## config.mk

```make
export PLATFORM = sky130hd
export DESIGN_NAME = iterative_fib_flat
export DESIGN_NICKNAME = d
export VERILOG_FILES = /design/src/rtl/fib_pkg.sv /design/src/rtl/fib_if.sv /design/src/rtl/fib_ctrl.sv /design/src/rtl/iterative_fib.sv /design/src/flat_wrapper.sv
export SDC_FILE = /design/constraint.sdc
export NUM_CORES = 1
export LEC_CHECK = 0
export BUFFER_PORTS_ARGS = -buffer_cell sky130_fd_sc_hd__buf_2
export CAP_MARGIN = 20
export CELL_PAD_IN_SITES_DETAIL_PLACEMENT = 1
export CELL_PAD_IN_SITES_GLOBAL_PLACEMENT = 1
export CORE_UTILIZATION = 46
export CTS_CLUSTER_DIAMETER = 150
export DETAILED_ROUTE_END_ITERATION = 8
export PLACE_DENSITY_LB_ADDON = 0.1
export REMOVE_ABC_BUFFERS = 1
export SLEW_MARGIN = 10
export SYNTH_ARGS = -nofsm -noshare
export SYNTH_HDL_FRONTEND = slang
export SYNTH_SLANG_ARGS = --single-unit
```

## constraint.sdc

```tcl
create_clock -name clk -period 2.6 [get_ports clk]
set_input_delay 0.13 -clock clk [delete_from_list [all_inputs] [get_ports clk]]
set_output_delay 0.13 -clock clk [all_outputs]
set_load 0.005 [all_outputs]
```

## src/rtl/fib_pkg.sv

```systemverilog
// -----------------------------------------------------------------------------
// fib_pkg
// Shared definitions for the iterative Fibonacci engine: FSM state encoding and
// default widths for the index and the result.
// Optional feature macro used by the design: FIB_SATURATE_EN
// -----------------------------------------------------------------------------
package fib_pkg;

    // Default index width (max index 2^FIB_N_W-1)
    localparam int FIB_N_W   = 4;
    // Default result width, covers F(15)=610
    localparam int FIB_OUT_W = 11;

    typedef enum logic {
        IDLE = 1'b0,
        CALC = 1'b1
    } fib_state_e;

endpackage : fib_pkg

```

## src/rtl/fib_if.sv

```systemverilog
// -----------------------------------------------------------------------------
// fib_if
// Host-side handshake of the Fibonacci engine.
//   start : request pulse from host
//   n     : Fibonacci index, captured with an accepted start
//   ready : result valid, from completion until next accepted start
//   out   : F(n), valid while ready=1
// Modports: master (host), slave (engine).
// -----------------------------------------------------------------------------
interface fib_if
    import fib_pkg::*;
#(
    parameter int N_W   = FIB_N_W,
    parameter int OUT_W = FIB_OUT_W
);
    logic             start;
    logic [N_W-1:0]   n;
    logic             ready;
    logic [OUT_W-1:0] out;

    modport master (
        output start,
        output n,
        input  ready,
        input  out
    );

    modport slave (
        input  start,
        input  n,
        output ready,
        output out
    );
endinterface : fib_if

```

## src/rtl/fib_ctrl.sv

```systemverilog
// -----------------------------------------------------------------------------
// fib_ctrl
// Control half of the Fibonacci engine: IDLE/CALC state machine and iteration
// counter. Produces one-hot strobes for the datapath.
// Ports:
//   clk, rst_n : clock, asynchronous active-low reset
//   start, n   : request and index (n captured only on an accepted start)
//   accept     : start seen in IDLE this cycle (datapath loads a=0, b=1)
//   step       : CALC with iterations left (datapath performs one addition)
//   done       : CALC with counter exhausted (datapath publishes result)
// -----------------------------------------------------------------------------
module fib_ctrl
    import fib_pkg::*;
#(
    parameter int N_W = FIB_N_W
) (
    input  logic           clk,
    input  logic           rst_n,
    input  logic           start,
    input  logic [N_W-1:0] n,
    output logic           accept,
    output logic           step,
    output logic           done
);

    fib_state_e     state_q;
    logic [N_W-1:0] cnt_q;

    always_ff @(posedge clk or negedge rst_n) begin
        if (!rst_n) begin
            state_q <= IDLE;
            cnt_q   <= '0;
        end else begin
            case (state_q)
                IDLE: begin
                    if (start) begin
                        cnt_q   <= n;
                        state_q <= CALC;
                    end
                end
                CALC: begin
                    // start is deliberately not looked at here: a running
                    // computation cannot be disturbed or restarted.
                    if (cnt_q != '0) begin
                        cnt_q <= cnt_q - N_W'(1);
                    end else begin
                        state_q <= IDLE;
                    end
                end
                default: state_q <= IDLE;
            endcase
        end
    end

    // Strobes decode registered state only; accept also needs start so a
    // start held high is re-accepted on the very first IDLE cycle.
    assign accept = (state_q == IDLE) && start;
    assign step   = (state_q == CALC) && (cnt_q != '0);
    assign done   = (state_q == CALC) && (cnt_q == '0);

endmodule : fib_ctrl

```

## src/rtl/iterative_fib.sv

```systemverilog
// -----------------------------------------------------------------------------
// iterative_fib
// Sequential Fibonacci engine. On an accepted start it latches n and computes
// F(n) with one addition per clock; the result is presented on out with ready
// high until the next accepted start. ready rises n+1 edges after the accept.
// out keeps the previous result during a computation.
// Ports:
//   clk   : clock, rising edge
//   rst_n : asynchronous active-low reset
//   bus   : fib_if.slave (start, n in; ready, out registered outputs)
// Configuration macro: FIB_SATURATE_EN
//   defined   -> b and out stick at all-ones once any addition carries out
//   undefined -> results wrap modulo 2^OUT_W
// -----------------------------------------------------------------------------
module iterative_fib
    import fib_pkg::*;
#(
    parameter int N_W   = FIB_N_W,
    parameter int OUT_W = FIB_OUT_W
) (
    input  logic  clk,
    input  logic  rst_n,
    fib_if.slave  bus
);

    logic accept;
    logic step;
    logic done;

    fib_ctrl #(
        .N_W (N_W)
    ) u_ctrl (
        .clk    (clk),
        .rst_n  (rst_n),
        .start  (bus.start),
        .n      (bus.n),
        .accept (accept),
        .step   (step),
        .done   (done)
    );

    logic [OUT_W-1:0] a_q,   a_d;
    logic [OUT_W-1:0] b_q,   b_d;
    logic [OUT_W-1:0] out_q, out_d;
    logic             ready_q, ready_d;

`ifdef FIB_SATURATE_EN
    logic             sat_q, sat_d;
    logic [OUT_W:0]   sum;   // extra bit exposes the carry-out
`else
    logic [OUT_W-1:0] sum;   // carry discarded: modulo wrap
`endif

    always_comb begin
        a_d     = a_q;
        b_d     = b_q;
        out_d   = out_q;
        ready_d = ready_q;
`ifdef FIB_SATURATE_EN
        sat_d   = sat_q;
        sum     = {1'b0, a_q} + {1'b0, b_q};
`else
        sum     = a_q + b_q;
`endif

        if (accept) begin
            a_d     = '0;
            b_d     = {{(OUT_W-1){1'b0}}, 1'b1};
            ready_d = 1'b0;
`ifdef FIB_SATURATE_EN
            sat_d   = 1'b0;
`endif
        end else if (step) begin
            a_d = b_q;
`ifdef FIB_SATURATE_EN
            // Once saturated, b stays all-ones for the rest of this run.
            if (sat_q || sum[OUT_W]) begin
                b_d   = '1;
                sat_d = 1'b1;
            end else begin
                b_d = sum[OUT_W-1:0];
            end
`else
            b_d = sum;
`endif
        end else if (done) begin
`ifdef FIB_SATURATE_EN
            // An overflow anywhere in the run (even the final look-ahead
            // addition into b) marks the whole result as saturated.
            out_d = sat_q ? '1 : a_q;
`else
            out_d = a_q;
`endif
            ready_d = 1'b1;
        end
    end

    always_ff @(posedge clk or negedge rst_n) begin
        if (!rst_n) begin
            a_q     <= '0;
            b_q     <= '0;
            out_q   <= '0;
            ready_q <= 1'b0;
`ifdef FIB_SATURATE_EN
            sat_q   <= 1'b0;
`endif
        end else begin
            a_q     <= a_d;
            b_q     <= b_d;
            out_q   <= out_d;
            ready_q <= ready_d;
`ifdef FIB_SATURATE_EN
            sat_q   <= sat_d;
`endif
        end
    end

    assign bus.ready = ready_q;
    assign bus.out   = out_q;

endmodule : iterative_fib

```

## src/flat_wrapper.sv

```systemverilog
// flat-port wrapper written by rule: the top's interface ports become plain ports
module iterative_fib_flat import fib_pkg::*;
#(
    parameter int N_W   = FIB_N_W,
    parameter int OUT_W = FIB_OUT_W
)
  (clk, rst_n, bus_start, bus_n, bus_ready, bus_out);
  fib_if #(.N_W(N_W), .OUT_W(OUT_W)) bus_i ();
  input  logic clk;
  input  logic rst_n;
  input wire logic [$bits(bus_i.start)-1:0] bus_start;
  input wire logic [$bits(bus_i.n)-1:0] bus_n;
  output wire logic [$bits(bus_i.ready)-1:0] bus_ready;
  output wire logic [$bits(bus_i.out)-1:0] bus_out;
  assign bus_i.start = bus_start;
  assign bus_i.n = bus_n;
  assign bus_ready = bus_i.ready;
  assign bus_out = bus_i.out;
  iterative_fib #(.N_W(N_W), .OUT_W(OUT_W)) u_core (.clk(clk), .rst_n(rst_n), .bus(bus_i));
endmodule
```

Yosys cells after proc, flatten, opt, wreduce, memory -nomap -nowiden
Index checks and enable logic that the tools add are counted.
{"block": "classes", "n_addsub": 2, "eq_ne": 3, "n_mux": 13, "n_bitwise": 3, "reduce_logical": 10}
{"cell": "$mux 11", "n": 4}
{"cell": "$add 11x11->11", "n": 1}
{"cell": "$mux 4", "n": 2}
{"cell": "$pmux 4 s2", "n": 1}
{"cell": "$mux 1", "n": 5}
{"cell": "$logic_not 4->1", "n": 1}
{"cell": "$ne 2x1->1 const B", "n": 2}
{"cell": "$reduce_and 2->1", "n": 2}
{"cell": "$reduce_bool 2->1", "n": 2}
{"cell": "$reduce_bool 4->1", "n": 1}
{"cell": "$sub 4x1->4 const B", "n": 1}
{"cell": "$logic_and 1x1->1", "n": 3}
{"cell": "$not 1->1", "n": 3}
{"cell": "$reduce_and 3->1", "n": 1}
{"cell": "$ne 2x2->1 const B", "n": 1}
{"cell": "$pmux 1 s2", "n": 1}
{"block": "word_totals", "register_bits": 39, "in_bits": 7, "output_inout_bits": 12, "word_cells": 37}

Depth between registers and ports, before layout
Gate-level depths: netlist of the first run.
{"block": "logic_depth", "ltp_word": 5, "mapped_depth": 8}

Hierarchy
A second synthesis of the first run with hierarchy kept.
{"block": "hier_totals", "cells_unflattened": 207, "area_unflattened_um2": 2189.6}
{"module": "iterative_fib", "n_inst": 1, "cells_each": 170, "area_per_inst_um2": 1839.3, "seq_area_each_um2": 850.8}
{"module": "fib_ctrl", "n_inst": 1, "cells_each": 37, "area_per_inst_um2": 350.3, "seq_area_each_um2": 125.1}

Worst setup path before layout of the first run
OpenSTA, ideal clock, no wires.
{"block": "synth_timing", "path_kind": "reg2reg", "from": "register u_core.b_q[0]", "to": "register u_core.b_q[10]", "setup_time_ps": 143, "arrival_time_ps": 1909, "path_slack_ps": 548, "path_stages_with_launch": 8, "synth_period_minus_slack_ps": 2052, "path_cell_list": "dfrtp_1 -> ha_1 -> fa_1 -> a21o_1 -> a21boi_0 -> nor3_1 -> a2111oi_1 -> o211ai_1"}
{"block": "synth_via", "elab_chain_cells": 3}
{"item": "from (decl)", "line_no": "iterative_fib.sv:43", "source": "logic [OUT_W-1:0] b_q, b_d;"}
{"item": "from (signal assigned)", "line_no": "iterative_fib.sv:101", "source": "b_q <= '0;"}
{"item": "from (signal assigned)", "line_no": "iterative_fib.sv:109", "source": "b_q <= b_d;"}
{"item": "$add 11x11->11", "line_no": "iterative_fib.sv:63", "source": "sum = a_q + b_q;"}
{"item": "$mux 11", "line_no": "iterative_fib.sv:73", "source": "end else if (step) begin"}
{"item": "$mux 11", "line_no": "iterative_fib.sv:66", "source": "if (accept) begin"}
No other way between the ends. The select of a mux whose other input is x is not followed.
A chain may end at the register's enable or synchronous reset.

Worst setup path in the final report of the first run
Ends and elaborated chain as after synthesis.

==> results.yml, run 1 <==
synth:
  synth_edf_count: 0
  synth_top_cell_by_area: "dfrtp_1"
  yosysSeqAreaShare_pct: 46.8
  yosys_warnings: 0
  yosys.area.top_type_share_pct: 46.8
  syn_area_sq_um: 2080
  syn_avg_cell_area_sq_um: 9.87
  synth_common_cells: "39 x dfrtp_1, 33 x nand2_1, 22 x nand3_1"
  synth_area_leaders: "dfrtp_1 47%, ha_1 6.6%, nand2_1 5.9%"
  synth_cell_types: 41
  yosys.cell_count.top_type: "dfrtp_1"
  synth-compound-area-share_pct: 15.1
  yosys.area_share.simple_pct: 17.7
  synthArstFlopShare_pct: 100
  netlist_instances: 211
  synth-seq-cells: 39
  synth.area.mux_share_pct: 6.91
  synth_flop_cell: "dfrtp_1"
  synth_xor_area_share_pct: 2.52
  synthAdderAreaFrac_pct: 7.57
  synth_top_family_by_area: "simple AND/OR/NAND/NOR gates"
setup_path:
  path_class: "reg2reg"
  path_buf_inv: 0
  crit_chain: "ha_1 -> fa_1 -> a21o_1 -> a21boi_0 -> nor3_1 -> a2111oi_1 -> o211ai_1"
  slowest_delay_ns: 0.43
  cp-end-kind: "register"
  reg2reg_slack_ns: 0.34
  slowest_stage: "fa_1"
  startpoint_type: "register"
  path_delay_family: "compound AO/OA/AOI/OAI gates"
  critPathRequiredTime_ns: 2.76
  critPathArrivalTime_ns: 2.42
  crit_fanout: 3
route:
  routedWlPerCell_microns: 16.1
  drt-initial-drc-count: 38
  ant_nets: 0
  wirelength_mm: 4.61
  dr.pass1.iters: 4
  viasPerCell: 5.80
  drc: 0
  num_vias: 1660
floorplanning:
  fp.dieW_microns: 69.3
  rows: 24
  die_area_sq_um: 4800
  die_y_microns: 69.3
  core_area_sq_um: 4350
  io_pins: 19
  start_util_pct: 47.8
power:
  power_frac_clock_pct: 14.8
  p_switching_mw: 1.49
  switching_share_pct: 42.1
  p_leak_nw: 1.16
  design_power_total_mw: 3.53
  powerDensity_nw_per_um2: 1500
  power_frac_comb_pct: 52.6
  ir_drop_mv: 0.615
  intPower_mw: 2.04
  p_seq_share_pct: 32.5
clock_network:
  cts_made_buffers: 5
  cts.htree.levels: 2
  clock_latency_ns: 0.29
  ctsHoldBuffers: 1
  cts_num_sinks: 39
  post_cts_resized: 0
  cts_tree: "done"
  clk_pin_slew_ns: 0.08
  clk_path_buf_depth: 2
  root_buffer: "clkbuf_8"
  cts_setup_buffers: 0
timing:
  fmax_mhz: 442
  period_share_pct: 87.0
  max-slew-margin-rel_pct: 41.3
  setup_viol: 0
  tightestPinTransition_ns: 0.880
  fin_worst_skew_ns: 0.00518
  finalHoldViolations: 0
  drv_slew: 0
  period_needed_ns: 2.26
  rsz0062_at_grt: "no"
  fin_setup_tns_ns: 0
place:
  place_congestion: 0.804
  port-buffer-count: 18
  dp_hpwl_mm: 3.44
final_layout:
  fin_nets: 252
  areaGrowthSynthToFinish_pct: 13.2
  fill_cells: 500
  drive_gt1_share_pct: 20.1
  antennaDiodeCount: 0
global_routing:
  grt_max_degree: 40
  grt_usage_pct: 21.8
  overflow: 0
  first_global_vias: 1766
  grt_pass1_wl_mm: 8.26
  antenna_found_initial: 0
run:
  max-cap-violations: 0
run_status:
  status: "completed"
hold_path:
  hold_path.class: "in2reg"
-- final timing paths --
path,startpoint,end,depth (start not counted)
min reg2reg,u_core.bus.ready$_DFFE_PN0P_,u_core.bus.ready$_DFFE_PN0P_,1
min,bus_n[2],u_core.u_ctrl.cnt_q[2]$_DFFE_PN0P_,2
min in group asynchronous,rst_n,u_core.a_q[6]$_DFFE_PN0P_,2
max,u_core.b_q[0]$_DFFE_PN0P_,u_core.b_q[10]$_DFFE_PN0P_,7
max reg2reg,u_core.b_q[0]$_DFFE_PN0P_,u_core.b_q[10]$_DFFE_PN0P_,7
max in group asynchronous,rst_n,u_core.b_q[0]$_DFFE_PN0P_,2
-- sequential cells by signal (all words and copies together), names as in the netlist --
register / count
u_core.a_q: 11
u_core.bus.ready: 1
u_core.u_ctrl.state_q: 1
u_core.bus.out: 11
u_core.b_q: 11
u_core.u_ctrl.cnt_q: 4
-- cells by family after synthesis --
family | count (synthesis)
mux | 13
fa+ha+maj | 12
buf+inv | 15
flops | 39
xor+xnor | 6
compound gates | 48
simple gates | 78
-- per-layer routing --
metal | wire length [microns] | vias up | track usage [%]
li1 | - | 795 | -
met1 | 2030 | 820 | 26.6
met2 | 2290 | 35 | 37.3
met3 | 191 | 10 | 5.52
met4 | 95 | 0 | 7.48
met5 | 0 | - | 0
-- power by group through the flow --
stage	registers, mW	logic, mW	clock network [mW]
floorplan	1.11	1.35	0
global placement	1.13	1.76	0
detailed placement	1.16	1.85	0
CTS	1.15	1.87	0.541
global route	1.20	2.14	0.562
finish	1.15	1.86	0.523
-- area by class of cell --
| class | instances | area [sq um] | share of cell area [%] |
|---|---|---|---|
| clock inverters | 2 | 35.0 | 1.49 |
| repair buffers | 24 | 138 | 5.84 |
| multi-input cells | 157 | 1040 | 44.1 |
| clock buffers | 6 | 82.6 | 3.50 |
| inverters | 6 | 22.5 | 0.955 |
| flip-flops and latches | 39 | 976 | 41.4 |
| well taps | 52 | 65.1 | 2.76 |
-- per-stage QoR --
| stage | instance area, sq um | util (%) | hold WS, ns | instances | worst slack, ns |
|---|---|---|---|---|---|
| 6_report | 2360 | 54.1 | 0.0718 | 286 | 0.338 |
| 4_1_cts | 2360 | 54.1 | 0.0637 | 286 | 0.326 |
| 2_1_floorplan | 2040 | - | -0.166 | 202 | 0.366 |
| 3_3_place_gp | 2230 | 51.2 | 0.280 | 277 | 0.439 |
| 5_1_grt | 2360 | 54.1 | 0.0673 | 286 | 0.161 |
| 3_5_place_dp | 2230 | 51.2 | 0.296 | 277 | 0.341 |
-- cell usage in the layout, fill, tap and decap left out, drive strengths merged, types with 4 or more instances in the layout --
cell type and instances:
inv 6, ha 11, nand2 33, nor2 9, a21o 4, clkbuf 6, o21ai 11, nand3 22
a21oi 14, buf 23, mux2 11, dfrtp 39
Note: power is estimated with default switching activity, not from simulation.
==> inputs of run 2 (changes only) <==
--- a/config.mk
+++ b/config.mk
@@ -9,6 +9,7 @@
 export CAP_MARGIN = 20
 export CELL_PAD_IN_SITES_DETAIL_PLACEMENT = 1
 export CELL_PAD_IN_SITES_GLOBAL_PLACEMENT = 1
+export CORE_ASPECT_RATIO = 1.5
 export CORE_UTILIZATION = 46
 export CTS_CLUSTER_DIAMETER = 150
 export DETAILED_ROUTE_END_ITERATION = 8
==> run 2 against run 1 <==
Total power shrank 4.2%; via count is essentially flat; clock skew grew 0.0016 ns; register-to-register slack gained 0.06 ns; first-iteration DRC count shrank 18%; sequential share of layout area grew 1.1 points; combinational power is essentially flat; highest routed layer unchanged; clock power shrank 29%; critical path depth is the same; sequential cell count is the same; largest cell class unchanged; largest power group unchanged.
==> results.yml, run 2 (synthesis gave the netlist of run 1 again) <==
final_layout:
  fin_nets: 251
  drive_gt1_share_pct: 18.6
  antennaDiodeCount: 0
  final_core_util_pct: 53.7
  mostFrequentLayoutCell: "dfrtp_1"
  instances_no_fill: 277
  layout_common_cells: "39 x dfrtp_1, 33 x nand2_1, 22 x nand3_1"
  multi_input_area_sq_um: 1040
  fill_cells: 510
  regArea_sq_um: 976
  areaGrowthSynthToFinish_pct: 10.3
  final_cell_area_sq_um: 2300
power:
  power_frac_clock_pct: 10.9
  powerDensity_nw_per_um2: 1470
  ir_drop_mv: 0.742
  power_frac_comb_pct: 55.3
  design_power_total_mw: 3.38
  p_seq_share_pct: 33.8
  intPower_mw: 1.91
  p_switching_mw: 1.47
  switching_share_pct: 43.6
  p_leak_nw: 1.13
route:
  num_vias: 1661
  drt-initial-drc-count: 31
  viasPerCell: 6.00
  ant_nets: 0
  routedWlPerCell_microns: 16.4
  dr.pass1.iters: 4
  wirelength_mm: 4.55
  drc: 0
timing:
  fin_setup_tns_ns: 0
  layout_setup_ws_ns: 0.393
  period_share_pct: 84.9
  max-slew-margin-rel_pct: 40.1
  period_needed_ns: 2.21
  tightestPinTransition_ns: 0.898
  drv_slew: 0
  finalHoldViolations: 0
  whs_ns: 0.0961
  fin_worst_skew_ns: 0.00682
  setup_viol: 0
  rsz0062_at_grt: "no"
  fmax_mhz: 453
floorplanning:
  die_y_microns: 84.4
  rows: 29
  core_area_sq_um: 4280
  io_pins: 19
  fp.dieW_microns: 56.9
  die_area_sq_um: 4810
  start_util_pct: 48.7
clock_network:
  root_buffer: "clkbuf_8"
  cts.htree.levels: 2
  clk_pin_slew_ns: 0.07
  clock_latency_ns: 0.29
  cts_tree: "done"
  clk_path_buf_depth: 2
  cts_made_buffers: 5
  cts_num_sinks: 39
  cts_setup_buffers: 0
place:
  place_congestion: 0.831
  dp_slack_ns: 0.383
  dp_hpwl_mm: 3.31
  place_area_sq_um: 2210
  port-buffer-count: 18
  numPlacedInstances: 270
global_routing:
  antenna_found_initial: 0
  grt_usage_pct: 21.4
  grt_max_degree: 40
  overflow: 0
  first_global_vias: 1731
  grt_pass1_wl_mm: 7.96
setup_path:
  reg2reg_slack_ns: 0.39
  startpoint_type: "register"
  path_class: "reg2reg"
  cp-end-kind: "register"
  crit_fanout: 3
  critPathArrivalTime_ns: 2.36
  critPathRequiredTime_ns: 2.76
hold_path:
  hold_path.class: "in2reg"
run:
  max-cap-violations: 0
run_status:
  status: "completed"
## run 2: layout make-up
cell class | instances | share of cell area (%)
Multi-Input combinational cell | 157 | 45.2
Sequential cell | 39 | 42.5
Timing Repair Buffer | 23 | 5.66
Clock buffer | 6 | 3.16
Tap cell | 46 | 2.51
Inverter | 6 | 0.980
## run 2: worst paths after layout
check	startpoint	to	cells after the start
max reg2reg	u_core.b_q[0]$_DFFE_PN0P_	u_core.b_q[10]$_DFFE_PN0P_	7
max in group asynchronous	rst_n	u_core.b_q[8]$_DFFE_PN0P_	2
max	u_core.b_q[0]$_DFFE_PN0P_	u_core.b_q[10]$_DFFE_PN0P_	7
min in group asynchronous	rst_n	u_core.bus.out[0]$_DFFE_PN0P_	2
min reg2reg	u_core.bus.ready$_DFFE_PN0P_	u_core.bus.ready$_DFFE_PN0P_	1
min	bus_n[2]	u_core.u_ctrl.cnt_q[2]$_DFFE_PN0P_	2
## run 2: metal layers
metal | vias up | GRT usage [%] | part of all wire [%] | wire [microns]
met1 | 830 | 25.1 | 43 | 1950
met4 | 0 | 8.65 | 2.4 | 108
met3 | 10 | 3.70 | 2.6 | 118
met2 | 26 | 38.0 | 52 | 2380
met5 | - | 0 | 0 | 0
li1 | 795 | - | - | -
## run 2: timing repair
action / CTS / global route
endpoints found under the setup margin: 0 / 0
hold endpoints to repair: 39 / 0
hold buffers: 1 / 0
gates resized for setup: 0 / 0
## run 2: worst max-delay path, stage by stage (launching register included)
cell       delay [ns]
dfrtp_1          0.40
ha_1             0.24
fa_1             0.43
a21o_1           0.22
a21boi_0         0.20
nor3_1           0.10
a2111oi_1        0.35
o211ai_1         0.14
## run 2: power groups by stage
stage | sequential (mW) | combinational (mW) | clock (mW)
2_1_floorplan | 1.11 | 1.35 | 0
3_3_place_gp | 1.13 | 1.76 | 0
3_5_place_dp | 1.15 | 1.86 | 0
4_1_cts | 1.14 | 1.89 | 0.384
5_1_grt | 1.18 | 2.14 | 0.397
6_report | 1.14 | 1.87 | 0.369
==> inputs of run 3 (changes only) <==
==> constraint.sdc (replaced) <==
create_clock -name clk -period 2.2 [get_ports clk]
set_input_delay 0.11 -clock clk [delete_from_list [all_inputs] [get_ports clk]]
set_output_delay 0.11 -clock clk [all_outputs]
set_load 0.005 [all_outputs]
==> run 3 against run 2 <==
Die area is the same; utilization grew 2.9 points; clock skew shrank 0.00059 ns; critical path type unchanged; largest cell class unchanged; critical path depth is the same; non-clock buffer count grew 4; sequential cell count is the same; maximum frequency grew 3.4%; worst setup slack lost 0.33 ns; global-route usage grew 1.0 points; largest power group unchanged.
==> results.yml, run 3 (synthesis gave the netlist of run 1 again) <==
place:
  place_congestion: 0.827
  port-buffer-count: 18
  numPlacedInstances: 274
  dp_slack_ns: -0.0786
  dp_hpwl_mm: 3.52
global_routing:
  overflow: 0
  grt_pass1_wl_mm: 8.43
  grt_max_degree: 40
  grt_usage_pct: 22.4
  antenna_found_initial: 0
  first_global_vias: 1863
timing:
  tightestPinTransition_ns: 0.855
  whs_ns: 0.0865
  rsz0062_at_grt: "yes"
  fin_setup_tns_ns: 0
  fmax_mhz: 468
  layout_setup_ws_ns: 0.0650
  max-slew-margin-rel_pct: 43.0
  fin_worst_skew_ns: 0.00623
  period_needed_ns: 2.13
  setup_viol: 0
  finalHoldViolations: 0
  drv_slew: 0
  period_share_pct: 97.0
run:
  max-cap-violations: 0
final_layout:
  areaGrowthSynthToFinish_pct: 16.2
  mostFrequentLayoutCell: "dfrtp_1"
  layout_common_cells: "39 x dfrtp_1, 32 x nand2_1, 22 x nand3_1"
  instances_no_fill: 283
  fin_nets: 255
  drive_gt1_share_pct: 24.5
  antennaDiodeCount: 0
route:
  drc: 0
  ant_nets: 0
  routedWlPerCell_microns: 16.9
  num_vias: 1660
  wirelength_mm: 4.80
  drt-initial-drc-count: 38
  dr.pass1.iters: 4
  viasPerCell: 5.87
clock_network:
  clk_path_buf_depth: 2
  cts_made_buffers: 5
  cts_num_sinks: 39
  cts_tree: "done"
  root_buffer: "clkbuf_8"
  cts.htree.levels: 2
  clk_pin_slew_ns: 0.08
  clock_latency_ns: 0.29
setup_path:
  crit_chain: "ha_1 -> fa_2 -> a21o_1 -> a21boi_1 -> nor3_1 -> a2111oi_2 -> o211ai_1"
  slowest_stage: "dfrtp_1"
  crit_fanout: 3
  cp-end-kind: "register"
  startpoint_type: "register"
  path_class: "reg2reg"
  critPathRequiredTime_ns: 2.35
  r2r_cells: 7
  reg2reg_to: "u_core.b_q[10]$_DFFE_PN0P_"
  r2r-start: "u_core.b_q[0]$_DFFE_PN0P_"
  critPathArrivalTime_ns: 2.29
  slowest_delay_ns: 0.41
  path_buf_inv: 0
  path_delay_family: "compound AO/OA/AOI/OAI gates"
  cp-startpoint: "u_core.b_q[0]$_DFFE_PN0P_"
  reg2reg_slack_ns: 0.07
hold_path:
  holdPathEnd: "u_core.u_ctrl.cnt_q[2]$_DFFE_PN0P_"
  hold_depth: 2
  hold_path.class: "in2reg"
  worstHoldStart: "bus_n[2]"
floorplanning:
  die_y_microns: 84.4
  fp.dieW_microns: 56.9
  start_util_pct: 48.7
  core_area_sq_um: 4280
  io_pins: 19
  rows: 29
  die_area_sq_um: 4810
power:
  p_leak_nw: 1.18
  powerDensity_nw_per_um2: 1800
  ir_drop_mv: 0.858
run_status:
  status: "completed"
run 3: where the power goes:
group          switching [mW]  leakage (nW)  internal (mW)
sequential              0.279         0.483           1.08
combinational            1.34         0.639           1.05
clock                   0.249        0.0612          0.367
run 3: worst reg2reg max path: cells and delay by family, from the launching register on:
family	cells	cell delay, ns
AOI/OAI and AO/OA	4	0.86
adders and majority gates	2	0.62
DFF	1	0.41
and+or+nand+nor	1	0.11
run 3: cell type report:
| cell class | count | area (sq um) |
|---|---|---|
| clock buffer | 6 | 82.6 |
| timing repair buffer | 27 | 160 |
| inverter | 6 | 22.5 |
| fill | 499 | 1860 |
| clock inverter | 2 | 35.0 |
| tap | 46 | 57.6 |
| multi-input combinational | 157 | 1090 |
| sequential | 39 | 976 |
run 3: per-layer routing:
metal | GRT usage (%) | wire length (microns)
met3 | 3.70 | 89
met4 | 7.76 | 68
met5 | 0 | 0
met2 | 40.3 | 2670
met1 | 26.5 | 1970
run 3: through the flow:
step	total power, mW	area (sq um)	utilization (%)
detailed placement	3.63	2240	52.4
finish	4.37	2420	56.5
global route	4.78	2420	56.5
global placement	3.46	2240	52.4
floorplan	2.90	2040	-
CTS	4.33	2380	55.6
run 3: worst max-delay path by stage:
stage                                            end  slack [ns]  cells after the start
after floorplan           u_core.b_q[10]$_DFFE_PN0P_       -0.03                      7
after global placement    u_core.b_q[10]$_DFFE_PN0P_        0.07                      7
after detailed placement  u_core.b_q[10]$_DFFE_PN0P_       -0.08                      8
after CTS                 u_core.b_q[10]$_DFFE_PN0P_       0.006                      7
after global routing      u_core.b_q[10]$_DFFE_PN0P_       -0.06                      7
final                     u_core.b_q[10]$_DFFE_PN0P_        0.07                      7
run 3: timing repair:
action	in CTS	in global routing
pin swaps	2	2
setup endpoints to repair	1	3
endpoints found under the hold margin	39	0
hold buffers	1	0
buffers inserted	0	0
gates resized for setup	6	8
